===== config.mk =====
export PLATFORM = sky130hd
export DESIGN_NAME = cordic_rotate
export DESIGN_NICKNAME = d
export VERILOG_FILES = /design/src/rtl/cordic_pkg.sv /design/src/rtl/cordic_rot_stage.sv /design/src/rtl/cordic_rotate.sv
export SDC_FILE = /design/constraint.sdc
export NUM_CORES = 1
export LEC_CHECK = 0
export BUFFER_PORTS_ARGS = -buffer_cell sky130_fd_sc_hd__buf_2
export CAP_MARGIN = 20
export CORE_ASPECT_RATIO = 0.6
export CORE_MARGIN = 5
export CORE_UTILIZATION = 45
export DETAILED_ROUTE_END_ITERATION = 10
export GPL_TIMING_DRIVEN = 0
export PLACE_DENSITY_LB_ADDON = 0.1
export SLEW_MARGIN = 10
export SYNTH_ARGS = -nofsm -noshare
export SYNTH_HDL_FRONTEND = slang
export SYNTH_SLANG_ARGS = --single-unit

===== constraint.sdc =====
create_clock -name clk -period 19.02 [get_ports clk]
set_input_delay 2.853 -clock clk [delete_from_list [all_inputs] [get_ports clk]]
set_output_delay 2.853 -clock clk [all_outputs]
set_load 0.02 [all_outputs]

===== src/rtl/cordic_pkg.sv =====
// cordic_pkg: shared CORDIC constants, arctangent table and control-state encoding.
// Angles are in degrees scaled by 2^16; the vectoring block reuses the same table.
package cordic_pkg;
    localparam int ATAN_N = 16;
    localparam logic signed [31:0] K_GAIN = 32'sd39797;
    localparam logic signed [31:0] DEG90  = 32'sd5898240;
    localparam logic signed [31:0] DEG180 = 32'sd11796480;
    localparam logic signed [31:0] ATAN_TAB [ATAN_N] = '{
        32'sd2949120, 32'sd1740992, 32'sd919872, 32'sd466944,
        32'sd234368,  32'sd117312,  32'sd58688,  32'sd29312,
        32'sd14656,   32'sd7360,    32'sd3648,   32'sd1856,
        32'sd896,     32'sd448,     32'sd256,    32'sd128
    };
    typedef enum logic [1:0] {IDLE, PRE, WORK, DONE} state_t;
endpackage


===== src/rtl/cordic_rot_stage.sv =====
// cordic_rot_stage: one combinational rotation-mode CORDIC micro-rotation.
// Kept free of control so it can be replicated for an unrolled pipeline.
module cordic_rot_stage
    import cordic_pkg::*;
(
    input  logic signed [31:0] x,
    input  logic signed [31:0] y,
    input  logic signed [31:0] z,
    input  logic        [3:0]  cnt,
    output logic signed [31:0] x_nxt,
    output logic signed [31:0] y_nxt,
    output logic signed [31:0] z_nxt
);
    logic signed [31:0] xs, ys, a;
    logic pos;
    always_comb begin
        pos   = !z[31];
        xs    = x >>> cnt;
        ys    = y >>> cnt;
        a     = ATAN_TAB[cnt];
        x_nxt = pos ? x - ys : x + ys;
        y_nxt = pos ? y + xs : y - xs;
        z_nxt = pos ? z - a : z + a;
    end
endmodule


===== src/rtl/cordic_rotate.sv =====
// cordic_rotate: iterative rotation-mode CORDIC, polar (mag, phase in degrees Q16.16)
// to rectangular (x = mag*cos, y = mag*sin), one micro-rotation per clock.
module cordic_rotate
    import cordic_pkg::*;
#(
    parameter int MAG_W = 24,
    parameter int ITER  = 16
) (
    input  logic                    clk,
    input  logic                    rst_n,
    input  logic                    in_valid,
    output logic                    in_ready,
    input  logic        [MAG_W-1:0] mag_in,
    input  logic signed [31:0]      phase_in,
    output logic                    out_valid,
    output logic signed [31:0]      x_out,
    output logic signed [31:0]      y_out,
    output logic                    out_err
);
    state_t state, state_nxt;
    logic [3:0] cnt;
    logic [MAG_W-1:0] mag;
    logic [47:0] prod;
    logic signed [31:0] phase, x, y, z, x_nxt, y_nxt, z_nxt, scaled, x0, z0;
    logic err_flag, oor, fold, last;

    assign in_ready = state == IDLE;
    assign last     = cnt == 4'(ITER - 1);

    // Fold phases beyond +/-90 deg by 180 deg and flip the start vector to compensate
    always_comb begin
        prod   = 48'(mag) * 48'(K_GAIN);
        scaled = 32'(prod >> 16);
        oor    = phase > DEG180 || phase < -DEG180;
        fold   = phase > DEG90 || phase < -DEG90;
        z0     = oor ? '0 : phase > DEG90 ? phase - DEG180 : phase < -DEG90 ? phase + DEG180 : phase;
        x0     = oor ? '0 : fold ? -scaled : scaled;
    end

    always_comb begin
        state_nxt = state == IDLE ? (in_valid ? PRE : IDLE) :
                    state == PRE  ? WORK :
                    state == WORK ? (last ? DONE : WORK) : IDLE;
    end

    always_ff @(posedge clk or negedge rst_n)
        if (!rst_n) state <= IDLE;
        else state <= state_nxt;

    always_ff @(posedge clk or negedge rst_n)
        if (!rst_n) begin
            cnt       <= '0;
            mag       <= '0;
            phase     <= '0;
            x         <= '0;
            y         <= '0;
            z         <= '0;
            err_flag  <= 1'b0;
            x_out     <= '0;
            y_out     <= '0;
            out_err   <= 1'b0;
            out_valid <= 1'b0;
        end else begin
            out_valid <= state == DONE;
            if (in_valid && in_ready) begin
                mag   <= mag_in;
                phase <= phase_in;
            end
            if (state == PRE) begin
                x        <= x0;
                y        <= '0;
                z        <= z0;
                err_flag <= oor;
                cnt      <= '0;
            end
            if (state == WORK) begin
                x   <= x_nxt;
                y   <= y_nxt;
                z   <= z_nxt;
                cnt <= last ? '0 : cnt + 4'd1;
            end
            if (state == DONE) begin
                x_out   <= x;
                y_out   <= y;
                out_err <= err_flag;
            end
        end

    cordic_rot_stage u_stage (
        .x     (x),
        .y     (y),
        .z     (z),
        .cnt   (cnt),
        .x_nxt (x_nxt),
        .y_nxt (y_nxt),
        .z_nxt (z_nxt)
    );
endmodule


# == Word-level counts from Yosys, hierarchy flattened ==
# Memory sizes are Yosys's and may differ from the RTL's.
# Cells that the tools add are included.
# totals
regBits,225
mem_bits_ro,512
input_bits,59
out_inout_bits,67
wordCells,65
memories,1
# classes
add_sub_neg,10
multipliers,1
order_cmp,5
n_eq_ne,4
n_shift,2
mux,24
bitwise_logic,1
reduce_logical,5
# memory_table
name,words,word_bits,rd,rd_ports_with_merged_regs,write_ports,line,source
(no name shown),16,32,1,0,0,cordic_rot_stage.sv:20,a = ATAN_TAB[cnt];
# ops
cell,count
2-to-1 mux 32 bit,16
adder 32 bit,3
subtractor 32 bit,3
>>> shifter 32 x 4 -> 32 bit,2
"multiplier 24 x 16 -> 40 bit, second input constant",1
"adder 32 x 24 -> 32 bit, second input constant",1
"> comparator 32 x 24 -> 1 bit, second input constant",1
"> comparator 32 x 25 -> 1 bit, second input constant",1
"< comparator 32 x 24 -> 1 bit, second input constant",1
"< comparator 32 x 25 -> 1 bit, second input constant",1
negation 24 -> 32 bit,1
"subtractor 32 x 24 -> 32 bit, second input constant",1
2-to-1 mux 4 bit,3
2-to-1 mux 2 bit,3
"greater-or-equal comparator 5 bit, second input constant",1
inverter 4 -> 5 bit,1
"adder 4 x 1 -> 4 bit, second input constant",1
"== test 2 bit, second input constant",2
"== test 4 bit, second input constant",1
"== test 2 x 1 -> 1 bit, second input constant",1
logical NOT 2 bit,1
logical OR 1 bit,2
2-to-1 mux 1 bit,2
nonzero test 2 bit,1
logical AND 1 bit,1

# == Depth between registers and ports, before layout ==
# depth
ltp_word,7
ltp_mapped,28

# == Modules after synthesis ==
# Synthesis repeated with hierarchy kept, for this count alone.
# unflattened
cells_unflattened,3100
hier_area_um2,28138.2
# by_module_without_submodules
mod,n_inst,cells_each,area_per_inst_um2,seq_area_each_um2
cordic_rotate,1,1773,18029.8,5630.4
cordic_rot_stage,1,1327,10108.4,0.0

# == Worst setup path after synthesis ==
# No wires, ideal clock.
# synth_path
path_kind,flip-flop to flip-flop
from,register mag[13]
to,register x[25]
setup_ns,0.126
t_arrival_ns,6.864
required_ns,18.894
slack_ns,12.030
stages_incl_launch_ff,24
n_path_buf,1
path_cell_list,dfrtp_1 > inv_1 > fa_1 > fa_1 > inv_1 > fa_1 > fa_1 > fa_1 > inv_1 > fa_1 > inv_1 > ha_1 > buf_2 > and4_1 > nand4_1 > a311oi_1 > nor3_4 > o21ai_0 > mux2i_1 > nand4_1 > or4_1 > o21bai_1 > and3_4 > a221o_1
# synth_between
elab_chain_len,6
# synth_rtl
item,line,source
from (decl),cordic_rotate.sv:22,logic [MAG_W-1:0] mag;
from (signal assigned),cordic_rotate.sv:66,mag <= mag_in;
multiplier 24 x 16 -> 40 bit,cordic_rotate.sv:32,prod = 48'(mag) * 48'(K_GAIN);
negation 24 -> 32 bit,cordic_rotate.sv:37,x0 = oor ? '0 : fold ? -scaled : scaled;
2-to-1 mux 32 bit (2 in series),cordic_rotate.sv:37,
2-to-1 mux 32 bit,cordic_rotate.sv:69,if (state == PRE) begin
2-to-1 mux 32 bit,cordic_rotate.sv:76,if (state == WORK) begin
to (signal assigned),cordic_rotate.sv:77,x <= x_nxt;
to (decl),cordic_rotate.sv:24,"logic signed [31:0] phase, x, y, z, x_nxt, y_nxt, z_nxt, scaled, x0, z0;"
# Every way passes these cells. The select of a mux whose other input is x is not followed.
# A chain may end at the register's enable or synchronous reset.

# == Final worst setup path ==
# layout_path
from,register mag[13]
to,register x[30]
# The elaborated chain is that of the path after synthesis.

==> results.md <==
- Worst-Margin Slew: 1.14 ns
- Clock Tree Buf Depth: 3
- Final net count: 3,386
- HP Class: flop to flop
- Die outline height: 196 µm
- Ports: 126
- Cells after Synth: 2,739
- Startpoint types: flop
- GRT Resource Usage Total: 0.282
- Worst skew pair latency: 0.61 ns
- Synth area leader: dfrtp_1
- DR vias/cell: 6.11
- Setup tns final: 0 ns
- RSZ-0062 raised after global routing: no
- Rel. slew slack: 0.234
- Row count: 68
- Largest net degree at the start of global routing: 82
- Status: finished, final reports clean
- Post-route clock period utilization: 0.481
- Grt ovf: 0
- Synth Register Bits: 219
- Tmin final: 9.15 ns
- Vias in the first global route: 21,800
- Worst Path Max Fanout: 10
- Cts bufs inserted: 26
- Core area: 57,400 µm²
- Max_cap viols: 0
- Synth area leaders: dfrtp_1, fa_1, ha_1
- Clock tree root driver cell: clkbuf_16
- Maximum clock frequency: 109 MHz
- Critical Path Sink Type: flop
- Mapped Area: 26,100 µm²
- Share of the synthesized area in the top cell type: 0.210
- Die width: 321 µm
- Area Overhead vs Synth: 9.87%
- Sequential element share of the synthesized area: 0.210
- Antenna viol nets, final: 0
- 1st-pass router iterations: 5
- Final Slew Violations: 0
- Initial antenna violation count: 2
- CTS Sinks: 219
- WP data arrival: 9.59 ns
- Clk_skew: 0.0174 ns
- DRC: 0
- Synthesized net count: 3,227
- EDFF count, synth: 0
- WP data required: 19.45 ns
- Initial Utilization: 0.454
- Synthesized area per cell: 9.51 µm²
- I/O Buffers: 125
- Worst-path clk slew: 0.07 ns
- Resize count post-CTS: 0
- Via count: 22,500
- Kind of critical path: flop to flop
- Final setup fails: 0
- Asr flop ratio synth: 1.00
- Routed wire length: 89.4 mm
- TritonCTS clock tree: done
- DP HPWL: 73.3 mm
- Hold-fix buffers, CTS: 0
- Hold Vio Cnt, Final: 0
- YS warnings: 0
- Post-CTS setup buffers: 0
- Yosys cell types: 97
- Share of layout cells above drive strength 1: 0.161
- CTS H-tree depth: 1
- Iteration-0 DRC Markers: 2,168
- Post-synth top flop: dfrtp_1
- Routed WL per cell: 24.2 µm
- Die Area: 63,000 µm²
- Gp weighted congestion: 0.989
- Global-route wire length before repair: 137 mm
-- metal layers --
metal  vias up  GRT usage  wire (µm)
li1      10100          -          -
met1     11400      0.476      46600
met2      1015      0.351      31800
met3        98     0.0786       9520
met4         2     0.0433       1490
met5         -          0         20
-- cell usage in the layout (no fill, tap or decap), types with 26 or more instances in the layout --
master and n:
dfrtp_1 219, fa_1 165, nor2_1 218, o21ai_0 87
mux2_2 153, buf_2 144, a21o_1 59, mux4_2 74
inv_1 293, clkbuf_16 26, clkbuf_1 75, xnor2_1 121
a21oi_1 191, ha_1 264, mux2i_1 39, nand2_1 170
nand3_1 44, xor2_1 65, a31oi_1 34, nor3_1 29
-- cells in the mapped netlist, types with 12 or more instances --
library cell    n
inv_1         293
ha_1          264
dfrtp_1       219
nor2_1        218
a21oi_1       191
nand2_1       170
fa_1          165
mux2_2        153
xnor2_1       121
o21ai_0        87
mux4_2         74
clkbuf_1       71
xor2_1         65
a21o_1         59
nand3_1        44
mux2i_1        39
a31oi_1        34
nor3_1         29
a221oi_1       23
nand4_1        23
nor2b_1        21
o21a_1         21
a22o_1         20
buf_2          20
a211oi_1       17
and2_1         17
and3_1         15
nand2b_1       15
nor4_1         14
o21bai_1       14
or3_1          14
o31ai_1        13
o211ai_1       12
-- state kept, by name, indices dropped and copies added (netlist names) --
signal,count
phase,32
x,32
x_out,32
y,32
y_out,32
z,26
mag,24
cnt,4
state,2
err_flag,1
out_err,1
out_valid,1
-- final cells by class --
type                            instances  area, µm²
Clock buffer                           32        693
Sequential cell                       219       5480
Timing Repair Buffer                  131        743
Antenna cell                            2       5.00
Tap cell                              770        963
Multi-Input combinational cell       2111      19000
Fill cell                            5425      28800
Clock inverter                         15        166
Inverter                              297       1110
Buffer                                112        509
-- critical path, cell delays in order (launching register included) --
cell	delay [ns]
dfrtp_1	0.64
inv_1	0.28
fa_1	0.54
fa_1	0.51
inv_1	0.05
fa_1	0.53
fa_1	0.44
fa_1	0.54
inv_1	0.05
fa_1	0.52
inv_1	0.04
ha_1	0.26
buf_2	0.22
and4_1	0.38
nand4_1	0.14
a311oi_1	0.79
nor3_4	0.14
o21ai_0	0.45
mux2i_1	0.34
nand4_1	0.22
nor3_1	0.58
o211ai_1	0.20
a31oi_1	0.89
a31oi_1	0.20
-- worst paths after layout --
kind,from,to,depth (start not counted),slack (ns)
max in group asynchronous,rst_n,y_out[28],3,15.67
worst min register to register,x_out[27],x_out[27],1,0.50
worst min-delay path,x_out[27],x_out[27],1,0.50
worst max register to register,mag[13],x[30],23,9.87
worst max-delay path,mag[13],x[30],23,9.87
min in group asynchronous,rst_n,mag[1],1,2.13
-- per-stage QoR --
stage / hold slack (ns) / instances / util / area (µm²) / setup slack [ns]
finish: 0.499 / 3689 / 0.498 / 28600 / 9.87
global route: 0.511 / 3687 / 0.498 / 28600 / 9.47
CTS: 0.505 / 3685 / 0.498 / 28600 / 10.13
detailed placement: 0.488 / 3638 / 0.483 / 27700 / 10.16
global placement: 0.483 / 3634 / 0.481 / 27600 / 10.25
floorplan: 0.471 / 2739 / - / 26100 / 12.03
-- logic make-up (layout without fill, tap and decap cells) --
| family | Yosys count | after routing | share of synthesized area |
|---|---|---|---|
| and+or+nand+nor | 628 | 628 | 0.115 |
| AOI/OAI and AO/OA | 600 | 600 | 0.151 |
| adders and majority gates | 429 | 429 | 0.254 |
| buffers and inverters | 409 | 587 | 0.0623 |
| muxes | 268 | 268 | 0.146 |
| DFF | 219 | 219 | 0.210 |
| xor gates and xnor gates | 186 | 186 | 0.0625 |
| other | 0 | 2 | 0 |
Power is not shown: default switching activity piles up to over one toggle a cycle in this logic, so the estimate is an artifact.
